==> src/rtl/show_query_ctrl_if.sv <==
// Bus bundle between the SHOW-mode query controller and its surroundings.
//   Inputs to the controller : active, rx_data, rx_done, store_count,
//                              tx_busy, ext_busy
//   Outputs of the controller: req_m, req_n, cursor, id, send_one,
//                              prompt_start, prompt_sel, done, err
// master = controller side, slave = environment (UART RX/TX, storage, top).
interface show_query_ctrl_if #(
  parameter int unsigned CNT_W = 3
);
  logic             active;
  logic [7:0]       rx_data;
  logic             rx_done;
  logic [CNT_W-1:0] store_count;
  logic             tx_busy;
  logic             ext_busy;
  logic [7:0]       req_m;
  logic [7:0]       req_n;
  logic [CNT_W-1:0] cursor;
  logic [7:0]       id;
  logic             send_one;
  logic             prompt_start;
  logic [2:0]       prompt_sel;
  logic             done;
  logic             err;

  modport master (
    input  active, rx_data, rx_done, store_count, tx_busy, ext_busy,
    output req_m, req_n, cursor, id, send_one, prompt_start, prompt_sel,
           done, err
  );

  modport slave (
    output active, rx_data, rx_done, store_count, tx_busy, ext_busy,
    input  req_m, req_n, cursor, id, send_one, prompt_start, prompt_sel,
           done, err
  );
endinterface

==> src/rtl/show_query_ctrl.sv <==
// SHOW-mode query controller.
// Parses an (m, n) size request from UART RX bytes, waits STORE_LAT cycles
// for storage to re-index, then streams every stored matrix of that size to
// the matrix UART one at a time (send_one / tx_busy handshake). User prompts
// are held in a single overwrite slot and launched only while both UART
// sources are idle.
// Ports:
//   clk   - system clock
//   rst_n - synchronous active-low reset
//   bus   - show_query_ctrl_if.master (request parsing, send and prompt
//           handshakes, done/err pulses)
module show_query_ctrl #(
  parameter int unsigned MAX_DIM      = 5,
  parameter int unsigned CNT_W        = 3,
  parameter int unsigned MAX_PER_SIZE = 2,
  parameter int unsigned STORE_LAT    = 2,
  parameter int unsigned TIMEOUT_CYC  = 0,
  parameter int unsigned BUSY_GUARD   = 16,
  parameter int unsigned ID_BASE      = 1,
  parameter logic [7:0]  ABORT_CHAR   = 8'h1B
) (
  input logic               clk,
  input logic               rst_n,
  show_query_ctrl_if.master bus
);

  typedef enum logic [2:0] {
    IDLE, WAIT_M, WAIT_N, PREP, SEND_ARM, SEND_HI, SEND_LO
  } state_t;

  typedef enum logic [2:0] {
    P_WAIT1   = 3'd0,
    P_WAIT2   = 3'd1,
    P_DISPLAY = 3'd2,
    P_EMPTY   = 3'd3,
    P_ERROR   = 3'd4
  } prompt_t;

  // One shared timer serves the WAIT_N timeout, the PREP latency and the
  // SEND_HI busy guard; it is cleared on every state change.
  localparam int unsigned T_MAX0 = (STORE_LAT > BUSY_GUARD) ? STORE_LAT : BUSY_GUARD;
  localparam int unsigned T_MAX  = (TIMEOUT_CYC > T_MAX0) ? TIMEOUT_CYC : T_MAX0;
  localparam int unsigned TMR_W  = $clog2(T_MAX + 1);
  localparam logic [TMR_W-1:0] PREP_LAST  = TMR_W'(STORE_LAT - 1);
  localparam logic [TMR_W-1:0] GUARD_LAST = TMR_W'(BUSY_GUARD - 1);
  localparam logic [TMR_W-1:0] TO_LAST    = TMR_W'((TIMEOUT_CYC > 0) ? TIMEOUT_CYC - 1 : 0);
  localparam logic [7:0]       DIG_HI     = 8'(48 + MAX_DIM);

  state_t           state, state_d;
  logic [TMR_W-1:0] tmr;
  logic             pending;
  prompt_t          pend_sel;
  logic [CNT_W-1:0] cnt_q, cnt_eff;
  logic             abort_q;

  logic       byte_v, is_digit, is_ws, is_abort, is_bad;
  logic       in_list, abort_now, abort_any, more;
  logic       launch, arm_go, send_fin, prep_end, to_hit;
  logic [CNT_W:0] cur_nxt;

  // output-process results, registered in the datapath
  logic    q_req, send_d, done_d, err_d, cur_step, set_m, set_n;
  prompt_t q_sel;

  // ---------------- shared decode ----------------
  assign byte_v   = bus.active && bus.rx_done;
  assign is_digit = (bus.rx_data >= 8'h31) && (bus.rx_data <= DIG_HI);
  assign is_ws    = (bus.rx_data == 8'h20) || (bus.rx_data == 8'h0D) || (bus.rx_data == 8'h0A);
  assign is_abort = (bus.rx_data == ABORT_CHAR);
  assign is_bad   = !is_digit && !is_ws && !is_abort;

  always_comb begin
    cnt_eff = bus.store_count;
    if (32'(bus.store_count) > MAX_PER_SIZE) cnt_eff = CNT_W'(MAX_PER_SIZE);
  end

  assign in_list   = (state == PREP) || (state == SEND_ARM) ||
                     (state == SEND_HI) || (state == SEND_LO);
  // An abort arriving on the exit cycle itself is honoured too.
  assign abort_now = byte_v && is_abort && in_list;
  assign abort_any = abort_q || abort_now;
  assign cur_nxt   = {1'b0, bus.cursor} + (CNT_W+1)'(1);
  assign more      = (cur_nxt < {1'b0, cnt_q}) && !abort_any;

  assign launch   = pending && !bus.tx_busy && !bus.ext_busy && bus.active;
  assign arm_go   = (state == SEND_ARM) && !bus.tx_busy && !pending;
  assign send_fin = ((state == SEND_LO) && !bus.tx_busy) ||
                    ((state == SEND_HI) && !bus.tx_busy && (tmr == GUARD_LAST));
  assign prep_end = (state == PREP) && (tmr == PREP_LAST);
  assign to_hit   = (TIMEOUT_CYC != 0) && (state == WAIT_N) && !bus.rx_done &&
                    (tmr == TO_LAST);

  // ---------------- state register ----------------
  always_ff @(posedge clk) begin
    if (!rst_n) state <= IDLE;
    else        state <= state_d;
  end

  // ---------------- next state ----------------
  always_comb begin
    state_d = state;
    if (!bus.active) begin
      state_d = IDLE;
    end else begin
      unique case (state)
        IDLE:     state_d = WAIT_M;
        WAIT_M:   if (byte_v && is_digit) state_d = WAIT_N;
        WAIT_N: begin
          if (byte_v && is_digit)                  state_d = PREP;
          else if ((byte_v && is_abort) || to_hit) state_d = WAIT_M;
        end
        PREP:     if (prep_end) state_d = ((cnt_eff == '0) || abort_any) ? WAIT_M : SEND_ARM;
        SEND_ARM: if (arm_go) state_d = SEND_HI;
        SEND_HI: begin
          if (bus.tx_busy)   state_d = SEND_LO;
          else if (send_fin) state_d = more ? SEND_ARM : WAIT_M;
        end
        SEND_LO:  if (send_fin) state_d = more ? SEND_ARM : WAIT_M;
        default:  state_d = IDLE;
      endcase
    end
  end

  // ---------------- outputs ----------------
  always_comb begin
    q_req    = 1'b0;
    q_sel    = P_WAIT1;
    send_d   = 1'b0;
    done_d   = 1'b0;
    err_d    = 1'b0;
    cur_step = 1'b0;
    set_m    = 1'b0;
    set_n    = 1'b0;
    if (bus.active) begin
      unique case (state)
        IDLE: q_req = 1'b1;
        WAIT_M: begin
          if (byte_v && is_digit) begin
            set_m = 1'b1; q_req = 1'b1; q_sel = P_WAIT2;
          end else if (byte_v && is_bad) begin
            err_d = 1'b1; q_req = 1'b1; q_sel = P_ERROR;
          end
        end
        WAIT_N: begin
          if (byte_v && is_digit) begin
            set_n = 1'b1; q_req = 1'b1; q_sel = P_DISPLAY;
          end else if (byte_v && is_abort) begin
            q_req = 1'b1; q_sel = P_WAIT1;
          end else if (byte_v && is_bad) begin
            err_d = 1'b1; q_req = 1'b1; q_sel = P_ERROR;
          end else if (to_hit) begin
            err_d = 1'b1; q_req = 1'b1; q_sel = P_WAIT1;
          end
        end
        PREP: begin
          if (prep_end && (cnt_eff == '0)) begin
            q_req = 1'b1; q_sel = P_EMPTY;
          end else if (prep_end && abort_any) begin
            q_req = 1'b1; q_sel = P_WAIT1;
          end
        end
        SEND_ARM: send_d = arm_go;
        SEND_HI, SEND_LO: begin
          if (send_fin) begin
            cur_step = 1'b1;
            if (!more) begin
              done_d = 1'b1; q_req = 1'b1; q_sel = P_WAIT1;
            end
          end
        end
        default: ;
      endcase
    end
  end

  // ---------------- datapath ----------------
  always_ff @(posedge clk) begin
    if (!rst_n) begin
      bus.req_m        <= 8'd1;
      bus.req_n        <= 8'd1;
      bus.cursor       <= '0;
      bus.prompt_sel   <= 3'(P_WAIT1);
      bus.prompt_start <= 1'b0;
      bus.send_one     <= 1'b0;
      bus.done         <= 1'b0;
      bus.err          <= 1'b0;
      pending          <= 1'b0;
      pend_sel         <= P_WAIT1;
      tmr              <= '0;
      cnt_q            <= '0;
      abort_q          <= 1'b0;
    end else begin
      bus.send_one     <= send_d;
      bus.done         <= done_d;
      bus.err          <= err_d;
      bus.prompt_start <= launch;
      if (launch) bus.prompt_sel <= 3'(pend_sel);

      // A fresh request replaces whatever is still waiting, even if the old
      // one is being launched in this same cycle.
      if (!bus.active) begin
        pending <= 1'b0;
      end else if (q_req) begin
        pending  <= 1'b1;
        pend_sel <= q_sel;
      end else if (launch) begin
        pending <= 1'b0;
      end

      if (set_m) bus.req_m <= bus.rx_data - 8'h30;
      if (set_n) bus.req_n <= bus.rx_data - 8'h30;

      if ((state_d == IDLE) || (state_d == PREP)) bus.cursor <= '0;
      else if (cur_step)                          bus.cursor <= bus.cursor + CNT_W'(1);

      if (prep_end) cnt_q <= cnt_eff;

      if (in_list && (state_d == PREP || state_d == SEND_ARM ||
                      state_d == SEND_HI || state_d == SEND_LO))
        abort_q <= abort_any;
      else
        abort_q <= 1'b0;

      if ((state_d != state) || ((state == WAIT_N) && byte_v))
        tmr <= '0;
      else if ((state == WAIT_N) || (state == PREP) || (state == SEND_HI))
        tmr <= tmr + TMR_W'(1);
    end
  end

  assign bus.id = 8'(bus.cursor) + 8'(ID_BASE);

endmodule

==> src/flat_wrapper.sv <==
// flat-port wrapper written by rule: the top's interface ports become plain ports
module show_query_ctrl_flat 
#(
  parameter int unsigned MAX_DIM      = 5,
  parameter int unsigned CNT_W        = 3,
  parameter int unsigned MAX_PER_SIZE = 2,
  parameter int unsigned STORE_LAT    = 2,
  parameter int unsigned TIMEOUT_CYC  = 0,
  parameter int unsigned BUSY_GUARD   = 16,
  parameter int unsigned ID_BASE      = 1,
  parameter logic [7:0]  ABORT_CHAR   = 8'h1B
)
  (clk, rst_n, bus_active, bus_rx_data, bus_rx_done, bus_store_count, bus_tx_busy, bus_ext_busy, bus_req_m, bus_req_n, bus_cursor, bus_id, bus_send_one, bus_prompt_start, bus_prompt_sel, bus_done, bus_err);
  show_query_ctrl_if #(.CNT_W(CNT_W)) bus_i ();
  input logic clk;
  input logic rst_n;
  input wire logic [$bits(bus_i.active)-1:0] bus_active;
  input wire logic [$bits(bus_i.rx_data)-1:0] bus_rx_data;
  input wire logic [$bits(bus_i.rx_done)-1:0] bus_rx_done;
  input wire logic [$bits(bus_i.store_count)-1:0] bus_store_count;
  input wire logic [$bits(bus_i.tx_busy)-1:0] bus_tx_busy;
  input wire logic [$bits(bus_i.ext_busy)-1:0] bus_ext_busy;
  output wire logic [$bits(bus_i.req_m)-1:0] bus_req_m;
  output wire logic [$bits(bus_i.req_n)-1:0] bus_req_n;
  output wire logic [$bits(bus_i.cursor)-1:0] bus_cursor;
  output wire logic [$bits(bus_i.id)-1:0] bus_id;
  output wire logic [$bits(bus_i.send_one)-1:0] bus_send_one;
  output wire logic [$bits(bus_i.prompt_start)-1:0] bus_prompt_start;
  output wire logic [$bits(bus_i.prompt_sel)-1:0] bus_prompt_sel;
  output wire logic [$bits(bus_i.done)-1:0] bus_done;
  output wire logic [$bits(bus_i.err)-1:0] bus_err;
  assign bus_i.active = bus_active;
  assign bus_i.rx_data = bus_rx_data;
  assign bus_i.rx_done = bus_rx_done;
  assign bus_i.store_count = bus_store_count;
  assign bus_i.tx_busy = bus_tx_busy;
  assign bus_i.ext_busy = bus_ext_busy;
  assign bus_req_m = bus_i.req_m;
  assign bus_req_n = bus_i.req_n;
  assign bus_cursor = bus_i.cursor;
  assign bus_id = bus_i.id;
  assign bus_send_one = bus_i.send_one;
  assign bus_prompt_start = bus_i.prompt_start;
  assign bus_prompt_sel = bus_i.prompt_sel;
  assign bus_done = bus_i.done;
  assign bus_err = bus_i.err;
  show_query_ctrl #(.MAX_DIM(MAX_DIM), .CNT_W(CNT_W), .MAX_PER_SIZE(MAX_PER_SIZE), .STORE_LAT(STORE_LAT), .TIMEOUT_CYC(TIMEOUT_CYC), .BUSY_GUARD(BUSY_GUARD), .ID_BASE(ID_BASE), .ABORT_CHAR(ABORT_CHAR)) u_core (.clk(clk), .rst_n(rst_n), .bus(bus_i));
endmodule
==> config.mk <==
export PLATFORM = sky130hd
export DESIGN_NAME = show_query_ctrl_flat
export DESIGN_NICKNAME = d
export VERILOG_FILES = /design/src/rtl/show_query_ctrl_if.sv /design/src/rtl/show_query_ctrl.sv /design/src/flat_wrapper.sv
export SDC_FILE = /design/constraint.sdc
export NUM_CORES = 1
export LEC_CHECK = 0
export BUFFER_PORTS_ARGS = -buffer_cell sky130_fd_sc_hd__buf_2
export CAP_MARGIN = 15
export CORE_ASPECT_RATIO = 2
export CORE_MARGIN = 2
export CORE_UTILIZATION = 55
export DETAILED_ROUTE_END_ITERATION = 10
export PLACE_DENSITY = 0.8
export SYNTH_ARGS = -nofsm -noshare
export SYNTH_HDL_FRONTEND = slang
export SYNTH_SLANG_ARGS = --single-unit
==> constraint.sdc <==
create_clock -name clk -period 4.4 [get_ports clk]
set_input_delay 1.32 -clock clk [delete_from_list [all_inputs] [get_ports clk]]
set_output_delay 1.32 -clock clk [all_outputs]
set_load 0.02 [all_outputs]
======== After elaboration in Yosys (flattened, before gate mapping) ========
Index checks and enable logic that the tools add are counted.
storage, ports and cells
  bits in registers ....................... 42
  input port bits ......................... 17
  output and inout port bits .............. 34
  logic and storage cells ................. 139
cells by class
  add/subtract/negate cells ............... 5
  order comparisons ....................... 4
  eq/ne operators ......................... 17
  muxes and demuxes ....................... 42
  bitwise operators ....................... 1
  reduce and logical (&&, ||, !) cells .... 56
operators with widths
  kind                 count
  $mux 3               15
  $logic_and 1x1->1    22
  $mux 1               22
  $pmux 3 s7           1
  $eq 3x3->1 const B   6
  $eq 8x4->1 const B   2
  $logic_or 1x1->1     15
  $eq 3x2->1 const B   3
  $logic_not 3->1      3
  $pmux 3 s3           1
  $add 3x1->4 const B  2
  $eq 8x5->1 const B   1
  $eq 8x6->1 const B   1
  $ge 8x6->1 const B   1
  $le 8x6->1 const B   1
  $sub 8x6->8 const B  1
  $logic_not 1->1      7
  $reduce_and 2->1     3
  $reduce_and 3->1     2
  $reduce_or 2->1      3
  $add 5x1->5 const B  1
  $eq 5x1->1 const B   1
  $eq 5x4->1 const B   1
  $pmux 1 s5           1
  other kinds (9)      9

======== Longest topological paths before layout ========
Gate-level depths: netlist of the first run.
  depth in word-level cells ............... 19
  gate-level depth with buffers ........... 9
  depth with buffers taken out ............ 9

======== Worst setup path after synthesis of the first run ========
Ideal clock, no wire load.
  kind .................................... input to register
  start ................................... input bus_rx_data[5]
  end ..................................... register u_core.tmr[0]
  library setup time ...................... 92 ps
  arrival ................................. 2,825 ps
  required time ........................... 4,308 ps
  setup slack ............................. 1,482 ps
  cell stages on the path ................. 8
  buffers on the path ..................... 0
  path through ............................ inv_1 > ha_1 > nor3b_2 > o2111ai_2 > a311oi_2 > a2111oi_4 > and3_4 > nor4_1
between the ends
  cells in the longest elaborated chain, start to end .. 14
  elaborated cells on any way between the ends .. 24
  classes of those cells .................. order compare (2); eq/ne (2); mux (10); reduce/logical (10)
RTL lines
  element                               line                                            source
  start: declaration                    flat_wrapper.sv:18                              input wire logic [$bits(bus_i.rx_data)-1:0] bus_rx_data;
  $eq 8x5->1                            show_query_ctrl.sv:69                           assign is_abort = (bus.rx_data == ABORT_CHAR);
  $logic_and 1x1->1                     show_query_ctrl.sv:80, show_query_ctrl.sv:110
  $logic_and 1x1->1                     show_query_ctrl.sv:80                           assign abort_now = byte_v && is_abort && in_list;
  $logic_or 1x1->1                      show_query_ctrl.sv:81                           assign abort_any = abort_q || abort_now;
  $logic_not 1->1                       show_query_ctrl.sv:83                           assign more = (cur_nxt < {1'b0, cnt_q}) && !abort_any;
  $logic_and 1x1->1                     show_query_ctrl.sv:83
  $mux 3 (2 in a row)                   show_query_ctrl.sv:116, show_query_ctrl.sv:118
  $mux 3                                show_query_ctrl.sv:115                          if (bus.tx_busy) state_d = SEND_LO;
  $pmux 3 s7 (*)                        show_query_ctrl.sv:105                          unique case (state)
  $mux 3 (*)                            show_query_ctrl.sv:102                          if (!bus.active) begin
  $ne 3x3->1 (*)                        show_query_ctrl.sv:224                          if ((state_d != state) || ((state == WAIT_N) && byte_v))
  $logic_or 1x1->1 (*)                  show_query_ctrl.sv:224
  $reduce_or 2->1 (no source line) (*)  -
  end signal: assignment                show_query_ctrl.sv:227                          tmr <= tmr + TMR_W'(1);
  end: declaration                      show_query_ctrl.sv:50                           logic [TMR_W-1:0] tmr;
Every way passes the cells marked *; elsewhere a longest branch is shown, timed or not.
A chain may end at the register's enable or synchronous reset.

======== Worst setup path after layout of the first run ========
  start ................................... input bus_rx_data[4]
  end ..................................... register u_core.tmr[1]
Same word-level chain as after synthesis.

==> results of run 1 <==
==> layer usage <==
layer | wire, um | global-route usage, %
met1 | 2030 | 25.2
met2 | 2860 | 44.0
met3 | 266 | 5.17
met4 | 228 | 12.5
met5 | 0 | 0
==> state kept, by name, summed over array words and instances, names as in the netlist <==
signal / flops
u_core.bus.send_one: 1
u_core.tmr: 5
u_core.bus.done: 1
u_core.pending: 1
u_core.bus.cursor: 3
u_core.bus.req_m: 8
u_core.pend_sel: 3
u_core.state: 3
u_core.cnt_q: 3
u_core.bus.req_n: 8
u_core.bus.err: 1
u_core.bus.prompt_sel: 3
u_core.abort_q: 1
u_core.bus.prompt_start: 1
==> layout make-up <==
class | instances | area [um2] | share of cell area (%)
Clock buffer | 5 | 68.8 | 2.61
Tap cell | 52 | 65.1 | 2.47
Sequential cell | 42 | 841 | 31.9
Timing Repair Buffer | 46 | 230 | 8.73
Inverter | 14 | 52.6 | 1.99
Multi-Input combinational cell | 199 | 1340 | 50.8
Clock inverter | 3 | 40.0 | 1.52
==> through the flow <==
stage	util, %	instances	hold slack, ns
floorplan	-	268	0.434
global placement	62.5	353	0.454
detailed placement	62.5	353	0.459
CTS	65.2	361	0.471
global route	65.2	361	0.487
finish	65.2	361	0.468
==> critical path, delay by kind of cell <==
family / cells / cell delay, ns
AND/OR/NAND/NOR: 4 / 1.26
AO/OA/AOI/OAI: 1 / 0.48
buffers and inverters: 1 / 0.14
adder cells (fa/ha/maj): 1 / 0.16
==> worst paths after layout <==
kind                                     endpoint  cells after the start
hold / removal    u_core.pend_sel[1]$_SDFFE_PN0P_                      2
setup reg to reg  u_core.pend_sel[0]$_SDFFE_PN0P_                      8
setup / recovery       u_core.tmr[1]$_SDFFE_PP0P_                      7
hold reg to reg   u_core.pend_sel[1]$_SDFFE_PN0P_                      2
==> logic make-up (layout without fill, tap and decap cells) <==
group           Yosys count  in the layout  share of synthesized area, %
mux                      12             12                          5.25
flops                    42             42                          36.7
buf+inv                  27             68                          5.25
fa+ha+maj                10             10                          5.46
xor+xnor                  7              7                          2.68
compound gates           51             51                          16.4
other cells               1              4                         0.164
simple gates            115            115                          28.1
==> power breakdown <==
part / total [W] / switching, W / internal, W
Combinational: 0.0000563 / 0.0000372 / 0.0000191
Sequential: 0.000386 / 0.00000336 / 0.000382
Clock: 0.000300 / 0.000133 / 0.000167
==> cell usage in the layout (no fill, tap or decap), types with 3 or more instances in the layout <==
cell	count
mux2i_1	12
ha_1	10
a21oi_1	13
o22ai_1	4
xnor2_1	4
nor3_1	6
and3_1	8
buf_2	46
nand2b_1	7
inv_1	14
nand3_1	7
clkbuf_8	5
o21a_1	3
a211oi_1	9
dfxtp_1	42
nor2_1	27
nand2_1	20
nor3b_1	3
nor4_1	9
xor2_1	3
and2_1	3
conb_1	4
nor2b_1	4
o21ai_0	6
==> results by group, run 1 <==
Outcome
  • Outcome: finished, final reports clean

Placed design
  • Pre-CTS setup slack: 0.953 ns
  • Placer Congestion: 0.874
  • PortBufs: 46
  • Dpl cell area: 0.00253 mm2
  • Hpwl dp: 4.12 mm

Final layout
  • Post-route cell area: 0.00264 mm2
  • Layout area overhead: 15.2%
  • Number of antenna diodes: 0
  • Filler Cell Count: 389
  • NumNets Final: 335
  • Layout cells sized above 1: 22.0%

Pwr
  • Overall Power: 0.000742 W
  • Pwr per Cell Area: 281 mW/mm2
  • Worst VDD drop: 0.000224 V
  • Leakage: 1.11 nW

Synthesis
  • Largest area contributor in the netlist: dfxtp_1
  • Leading post-synthesis cells by cell area: dfxtp_1, ha_1, mux2i_1, nor2_1, nand2_1
  • Post-synth cell types: 54
  • Synth top area share: 36.7%
  • Asr flop ratio synth: 0%
  • FF+latch count, synth: 42
  • Seq/Total Area, Yosys: 36.7%
  • Most frequent cell after synthesis: dfxtp_1
  • Synth Area per Inst: 8.64 um2
  • Synth warn: 0
  • EDFF count, synth: 0
  • Cell Area, Synth: 0.00229 mm2
  • Syn Inst Count: 265
  • Top FF cell, synth: dfxtp_1
  • Most frequent cells after synthesis: dfxtp_1, nor2_1, nand2_1

Die
  • Core area: 0.00405 mm2
  • Site Rows: 33
  • Horiz. Die Dim: 49.6 um
  • Die area: 0.00473 mm2
  • I/O Pins: 51
  • Vert. Die Dim: 95.2 um
  • Starting Density: 56.6%

Clocking
  • CTS tree: done
  • Post-CTS setup buffer count: 0
  • Resized Gates After CTS: 0
  • Number of buffers created by CTS: 5
  • CTS Buffer Depth: 2
  • H-tree depth: 2
  • Clk_lat worst skew: 0.30 ns
  • CTS sink count: 42
  • Clock Root Buffer: clkbuf_8
  • CTS clk-pin slew, worst paths: 0.08 ns
  • CTS Hold Bufs: 0

Routing
  • DR vias/cell: 5.80
  • Via count: 2094
  • First DRT Iteration DRCs: 57
  • DRT antenna net count: 0
  • DR DRC count: 0
  • Number of detailed-route iterations in the first pass: 4
  • Wirelength per Cell: 14.9 um
  • WL final: 5.39 mm

STA
  • Tcrit/Tclk final: 72.5%
  • Max Freq: 313 MHz
  • Tmin final: 3.19 ns
  • Final Slew Violations: 0
  • RSZ-0062 raised after global routing: false
  • Final WS setup: 1.21 ns
  • Slew at the pin closest to its max-slew limit: 0.771 ns
  • Slew headroom: 47.9%
  • Clock skew: 0.00348 ns
  • Setup Viol. Count Final: 0
  • Final hold violations: 0
  • Setup TNS: 0 ns

Global routing
  • Initial antenna violation count: 0
  • Vias in the first global route: 1962
  • Pin count of the biggest net entering global routing: 23
  • First-pass GRT wire length: 8.70 mm
  • Grt total ovfl: 0
  • Total track usage: 24.1%

Setup path
  • Critical Path RT: 4.57 ns
  • Reg-to-reg startpoint: u_core.bus.cursor[0]$_SDFFE_PP0P_
  • CP Cell Sequence: buf_2 > ha_1 > nor4b_2 > nand4_1 > or3_1 > a31oi_1 > nor4_1
  • CP max stage cell: or3_1
  • Setup CP Type: in -> reg
  • Slowest stage delay, CP: 0.62 ns
  • CP Max Fanout: 13
  • R2R Setup Slk: 1.52 ns
  • Worst path arrival time: 3.37 ns
  • Startpoint Class: primary input
  • CP Capture Type: register
  • Critical path startpoint: bus_rx_data[4]

Worst hold path
  • Min-Delay Path Class: reg -> reg
  • Hold path start: u_core.pend_sel[1]$_SDFFE_PN0P_

Flow run
  • Max-cap violation count: 0
Note: power is estimated with default switching activity, not from simulation.
==> run 2: changes to the inputs <==
Settings changed: CORE_UTILIZATION 55 to 49, PLACE_DENSITY 0.8 to 0.75.
Clock period 4.4 ns to 2.9 ns, I/O delays scaled along.
==> run 2 against run 1 <==
  * Largest cell class unchanged
  * Clock skew increased by 0.0035 ns
  * Sequential power up 52%
  * Sequential share of layout area down 0.30 points
  * Clock power increased by 22%
==> results by group, run 2 (same netlist as run 1, synthesis figures left out) <==
Outcome
  • Outcome: finished, final reports clean

Placed design
  • PortBufs: 46 (unchanged)
  • Placer Congestion: 0.928 (+6.2%)
  • Hpwl dp: 4.28 mm (+3.9%)
  • Dpl cell area: 0.00256 mm2 (+1.3%)
  • Pre-CTS setup slack: -0.0188 ns (-0.972 ns)

Setup path
  • CP Max Fanout: 5 (-8)
  • Reg-to-Reg End: u_core.bus.cursor[1]$_SDFFE_PP0P_
  • Startpoint Class: register
  • CP Capture Type: register
  • Setup CP Type: reg -> reg
  • R2R Setup Slk: 0.16 ns (-1.36 ns)
  • Reg2Reg Depth: 9 (+1)
  • Critical Path RT: 3.10 ns (-1.47 ns)
  • Worst path arrival time: 2.94 ns (-0.43 ns)
  • Reg-to-reg startpoint: u_core.bus.cursor[0]$_SDFFE_PP0P_

STA
  • RSZ-0062 raised after global routing: false
  • Final hold violations: 0 (unchanged)
  • Tmin final: 2.74 ns
  • Clock skew: 0.00703 ns (+0.00355 ns)
  • Slew at the pin closest to its max-slew limit: 0.696 ns (-0.0746 ns)
  • Setup Viol. Count Final: 0 (unchanged)
  • Tcrit/Tclk final: 94.4%
  • Setup TNS: 0 ns (unchanged)
  • Final Slew Violations: 0 (unchanged)
  • Fin Hold WS: 0.467 ns (-0.00105 ns)
  • Max Freq: 365 MHz
  • Final WS setup: 0.162 ns (-1.05 ns)
  • Slew headroom: 52.9% (+5.0 points)

Final layout
  • Number of antenna diodes: 0 (unchanged)
  • Post-route cell area: 0.00266 mm2 (+0.95%)
  • Layout cells sized above 1: 22.8% (+0.82 points)
  • Most frequent cells in the layout: buf_2, dfxtp_1, nor2_1, nand2_1, inv_1
  • Layout area overhead: 16.3%
  • NumNets Final: 339 (+1.2%)
  • Biggest regs: u_core.bus.req_m (8), u_core.bus.req_n (8), u_core.tmr (5)
  • Filler Cell Count: 439 (+13%)
  • Commonest non-fill, non-tap cell in the layout: buf_2

Pwr
  • Comb pwr share: 8.2% (+0.6 points)
  • Switch Pwr: 0.000243 W (+40%)
  • Cell Int Power: 0.000793 W (+40%)
  • Pwr per Cell Area: 389 mW/mm2 (+38%)
  • Overall Power: 0.00104 W (+40%)
  • Clk pwr share: 35.3% (-5.1 points)
  • Reg power frac: 56.5% (+4.5 points)
  • Sw Share: 23.5% (+0.081 points)
  • Leakage: 1.12 nW (+0.58%)
  • Worst VDD drop: 0.000332 V (+48%)

Global routing
  • Pin count of the biggest net entering global routing: 23 (unchanged)
  • Vias in the first global route: 2011 (+2.5%)
  • Initial antenna violation count: 0 (unchanged)
  • Grt total ovfl: 0 (unchanged)
  • First-pass GRT wire length: 8.85 mm (+1.7%)
  • Total track usage: 22.2% (-1.9 points)

Worst hold path
  • Hold Crit Depth: 2 (unchanged)
  • Hold path endpoint: u_core.pend_sel[1]$_SDFFE_PN0P_
  • Hold path start: u_core.pend_sel[1]$_SDFFE_PN0P_
  • Min-Delay Path Class: reg -> reg

Clocking
  • CTS Buffer Depth: 2 (unchanged)
  • CTS sink count: 42 (unchanged)
  • H-tree depth: 2 (unchanged)
  • Post-CTS setup buffer count: 0 (unchanged)
  • Clk_lat worst skew: 0.29 ns (about the same)
  • Clock Root Buffer: clkbuf_8
  • CTS tree: done
  • CTS clk-pin slew, worst paths: 0.07 ns (about the same)
  • Number of buffers created by CTS: 5 (unchanged)

Die
  • Horiz. Die Dim: 52.3 um (+5.5%)
  • Site Rows: 35 (+6.1%)
  • I/O Pins: 51 (unchanged)
  • Starting Density: 50.3% (-6.3 points)
  • Vert. Die Dim: 101 um (+5.7%)
  • Core area: 0.00455 mm2 (+13%)
  • Die area: 0.00527 mm2 (+11%)

Routing
  • DR DRC count: 0 (unchanged)
  • First DRT Iteration DRCs: 39 (-32%)
  • Wirelength per Cell: 14.9 um (about the same)
  • DR vias/cell: 5.68 (-2.1%)
  • Via count: 2078 (-0.76%)
  • DRT antenna net count: 0 (unchanged)
  • WL final: 5.46 mm (+1.4%)
  • Number of detailed-route iterations in the first pass: 4 (unchanged)

Flow run
  • Max-cap violation count: 0 (unchanged)
-- run 2: cell count changes in the layout (fill, tap and decap cells not counted) --
cell       change
clkbuf_8       +1
clkinv_2       -2
a211oi_1       -1
buf_4          +4
bufinv_16      -1
a2111oi_4      +1
a2111oi_2      -1
a211oi_2       +1
-- run 2: power groups by stage --
stage / Combinational (W) / Sequential [W] / Clock, W
after global routing: 0.0000941 / 0.000586 / 0.000388
after global placement: 0.0000825 / 0.000599 / 0
final: 0.0000849 / 0.000586 / 0.000366
after detailed placement: 0.0000843 / 0.000599 / 0
after CTS: 0.0000849 / 0.000586 / 0.000368
after floorplan: 0.0000569 / 0.000597 / 0
-- run 2: what timing repair did --
action                                 CTS  global route
endpoints found under the hold margin    0             0
gates resized for setup                  1             1
setup endpoints to repair                4             6
gates cloned                             0             0
hold buffers                             0             0
pin swaps                                0             0
-- run 2: layout make-up --
type / instances / area (um2) / area share, %
multi-input combinational: 199 / 1360 / 51.0
sequential: 42 / 841 / 31.6
timing repair buffer: 50 / 260 / 9.77
clock buffer: 6 / 82.6 / 3.10
tap: 55 / 68.8 / 2.58
inverter: 14 / 52.6 / 1.97
-- run 2: worst max-delay path by stage --
stage | start | to
finish | u_core.bus.cursor[0]$_SDFFE_PP0P_ | u_core.bus.cursor[1]$_SDFFE_PP0P_
global route | u_core.bus.cursor[0]$_SDFFE_PP0P_ | u_core.pend_sel[0]$_SDFFE_PN0P_
CTS | u_core.bus.cursor[0]$_SDFFE_PP0P_ | u_core.bus.cursor[1]$_SDFFE_PP0P_
detailed placement | u_core.bus.cursor[0]$_SDFFE_PP0P_ | u_core.pend_sel[0]$_SDFFE_PN0P_
global placement | u_core.bus.cursor[0]$_SDFFE_PP0P_ | u_core.pend_sel[0]$_SDFFE_PN0P_
floorplan | u_core.bus.cursor[0]$_SDFFE_PP0P_ | u_core.bus.cursor[0]$_SDFFE_PP0P_
-- run 2: per-layer routing --
layer	routed length [um]	GRT usage (%)	share of wire, %
met5	0	0	0
met3	191	3.26	3.5
met2	3150	41.5	58
met1	1920	21.5	35
met4	198	12.8	3.6
-- run 2: critical path, cell delays in order (launching register included) --
cell       delay, ns
dfxtp_1         0.40
ha_1            0.22
xor2_1          0.24
ha_1            0.27
o21a_1          0.13
a2111oi_4       0.45
a311oi_2        0.19
a2111oi_4       0.30
a21oi_2         0.16
nor4_1          0.28
-- run 2: through the flow --
stage | cells | utilization (%)
after floorplan | 268 | -
after global placement | 360 | 56.3
after detailed placement | 360 | 56.3
after CTS | 366 | 58.2
after global routing | 366 | 58.5
final | 366 | 58.5
==> run 3: changes to the inputs <==
Settings changed: BUFFER_PORTS_ARGS -buffer_cell sky130_fd_sc_hd__buf_2 to -buffer_cell sky130_fd_sc_hd__clkbuf_2.
==> run 3 against run 2 <==
  * Maximum frequency decreased by 3.4%
  * Wire length increased by 4.2%
  * Combinational power is 4.6% higher
  * Final cell count is 1.9% higher
  * Die area is the same
  * First-iteration DRC count increased by 62%
  * Critical path type is now in -> reg
  * Critical endpoint is now u_core.tmr[3]$_SDFFE_PP0P_
==> results by group, run 3 (same netlist as run 1, synthesis figures left out) <==
Clocking
  • Clock Root Buffer: clkbuf_8
  • CTS clk-pin slew, worst paths: 0.08 ns (about the same)
  • H-tree depth: 2 (unchanged)
  • CTS Buffer Depth: 2 (unchanged)
  • CTS tree: done
  • Clk_lat worst skew: 0.30 ns (about the same)
  • CTS sink count: 42 (unchanged)
  • CTS Hold Bufs: 0 (unchanged)
  • Number of buffers created by CTS: 5 (unchanged)

Die
  • Starting Density: 50.3% (unchanged)
  • I/O Pins: 51 (unchanged)
  • Site Rows: 35 (unchanged)
  • Vert. Die Dim: 101 um (unchanged)
  • Die area: 0.00527 mm2 (unchanged)
  • Core area: 0.00455 mm2 (unchanged)
  • Horiz. Die Dim: 52.3 um (unchanged)

Placed design
  • Placer Congestion: 0.897 (-3.3%)
  • Hpwl dp: 4.29 mm (+0.12%)
  • PortBufs: 46 (unchanged)
  • Pre-CTS setup slack: -0.0314 ns (-0.0126 ns)

STA
  • Tcrit/Tclk final: 97.7% (+3.3 points)
  • Final Slew Violations: 0 (unchanged)
  • Clock skew: 0.00442 ns (-0.00260 ns)
  • RSZ-0062 raised after global routing: false
  • Final WS setup: 0.0657 ns (-0.0961 ns)
  • Tmin final: 2.83 ns (+0.0961 ns)
  • Slew at the pin closest to its max-slew limit: 0.904 ns (+0.207 ns)
  • Max Freq: 353 MHz (-3.4%)
  • Setup Viol. Count Final: 0 (unchanged)
  • Fin Hold WS: 0.478 ns (+0.0112 ns)
  • Slew headroom: 38.9% (-14 points)
  • Final hold violations: 0 (unchanged)

Setup path
  • R2R Setup Slk: 0.10 ns (-0.06 ns)
  • Worst path arrival time: 3.03 ns (+0.09 ns)
  • Reg2Reg Depth: 10 (+1)
  • CP Capture Type: register
  • Setup CP Type: in -> reg
  • Most used cell, CP: buf_4
  • CP Max Fanout: 5 (unchanged)
  • Startpoint Class: primary input
  • CP Cell Sequence: clkbuf_2 > inv_1 > ha_1 > nor3b_2 > buf_4 > o2111ai_2 > a311oi_2 > a2111oi_4 > buf_4 > and3_4 > nor4_1
  • Slowest stage delay, CP: 0.53 ns (+0.08 ns)
  • Critical Path RT: 3.10 ns (about the same)
  • CP max stage cell: a311oi_2

Final layout
  • Filler Cell Count: 427 (-2.7%)
  • Biggest regs: u_core.bus.req_m (8), u_core.bus.req_n (8), u_core.tmr (5)
  • Commonest non-fill, non-tap cell in the layout: clkbuf_2
  • NumNets Final: 344 (+1.5%)
  • Layout cells sized above 1: 25.5% (+2.6 points)
  • Most frequent cells in the layout: clkbuf_2, dfxtp_1, nor2_1, nand2_1, inv_1
  • Layout area overhead: 19.3%
  • Number of antenna diodes: 0 (unchanged)

Pwr
  • Comb pwr share: 8.4% (+0.2 points)
  • Worst VDD drop: 0.000446 V (+34%)
  • Reg power frac: 55.1% (-1.4 points)
  • Pwr per Cell Area: 389 mW/mm2 (about the same)
  • Clk pwr share: 36.6% (+1.3 points)
  • Cell Int Power: 0.000804 W (+1.4%)
  • Switch Pwr: 0.000258 W (+6.2%)
  • Leakage: 1.13 nW (+0.92%)
  • Sw Share: 24.3% (+0.84 points)

Global routing
  • Initial antenna violation count: 0 (unchanged)
  • Top Usage Layer GRT: met2
  • Grt total ovfl: 0 (unchanged)
  • GR Util met3: 2.82% (-0.45 points)
  • Met2 Use GR: 41.5% (unchanged)
  • Pin count of the biggest net entering global routing: 23 (unchanged)
  • M1 GR Usage: 23.1% (+1.6 points)
  • Vias in the first global route: 2059 (+2.4%)
  • Total track usage: 23.0% (+0.84 points)
  • First-pass GRT wire length: 9.17 mm (+3.6%)

Routing
  • WL final: 5.69 mm (+4.2%)
  • Via count: 2115 (+1.8%)
  • First DRT Iteration DRCs: 63 (+62%)
  • Number of detailed-route iterations in the first pass: 5 (+1)
  • DR DRC count: 0 (unchanged)
  • DRT antenna net count: 0 (unchanged)
  • DR vias/cell: 5.67 (-0.13%)
  • Wirelength per Cell: 15.3 um (+2.3%)

Flow run
  • Max-cap violation count: 0 (unchanged)

Worst hold path
  • Min-Delay Path Class: reg -> reg
  • Hold Crit Depth: 1 (-1)

Outcome
  • Outcome: finished, final reports clean
==> run 3: cell type report <==
class	instances	area (um2)	share of cell area (%)
Multi-Input combinational cell	199	1380	50.4
Sequential cell	42	843	30.9
Timing Repair Buffer	55	298	10.9
Clock buffer	7	86.3	3.16
Tap cell	55	68.8	2.52
Inverter	14	52.6	1.92
Clock inverter	1	5.00	0.183
==> run 3: what timing repair did <==
action / CTS / global route
gates resized for setup: 1 / 6
setup endpoints to repair: 3 / 6
pin swaps: 0 / 5
buffers inserted: 0 / 3
==> run 3: final timing paths <==
| path | start | end |
|---|---|---|
| worst max-delay path | bus_rx_data[5] | u_core.tmr[3]$_SDFFE_PP0P_ |
| worst min-delay path | u_core.bus.req_n[6]$_SDFFE_PN0P_ | u_core.bus.req_n[6]$_SDFFE_PN0P_ |
| worst max register to register | u_core.bus.cursor[0]$_SDFFE_PP0P_ | u_core.tmr[3]$_SDFFE_PP0P_ |
| worst min register to register | u_core.bus.req_n[6]$_SDFFE_PN0P_ | u_core.bus.req_n[6]$_SDFFE_PN0P_ |
==> run 3: worst max-delay path, delay by kind of cell <==
family                     cells  cell delay [ns]
adders and majority gates      1             0.14
and+or+nand+nor                3             0.65
AOI/OAI and AO/OA              3             0.85
buffers and inverters          4             0.52
==> run 3: power by group through the flow <==
stage          Clock, W  Sequential, W  Combinational (W)
6_report       0.000389       0.000585          0.0000888
5_1_grt        0.000415       0.000586          0.0000987
4_1_cts        0.000396       0.000585          0.0000853
3_5_place_dp          0       0.000599          0.0000849
3_3_place_gp          0       0.000599          0.0000838
2_1_floorplan         0       0.000597          0.0000569
==> run 3: routing by layer <==
layer	wire [um]	vias up
met3	179	15
met2	3240	57
li1	-	1044
met5	0	-
met1	2070	999
met4	204	0
==> run 3: per-stage QoR <==
stage	setup TNS (ns)	area [um2]	cells	total power, W	util, %
final	0	2730	373	0.00106	60.0
after global routing	0	2730	373	0.00110	60.0
after detailed placement	-0.0361	2580	362	0.000684	56.6
after floorplan	0	2300	268	0.000653	-
after CTS	0	2680	370	0.00107	58.9
after global placement	0	2580	362	0.000683	56.6
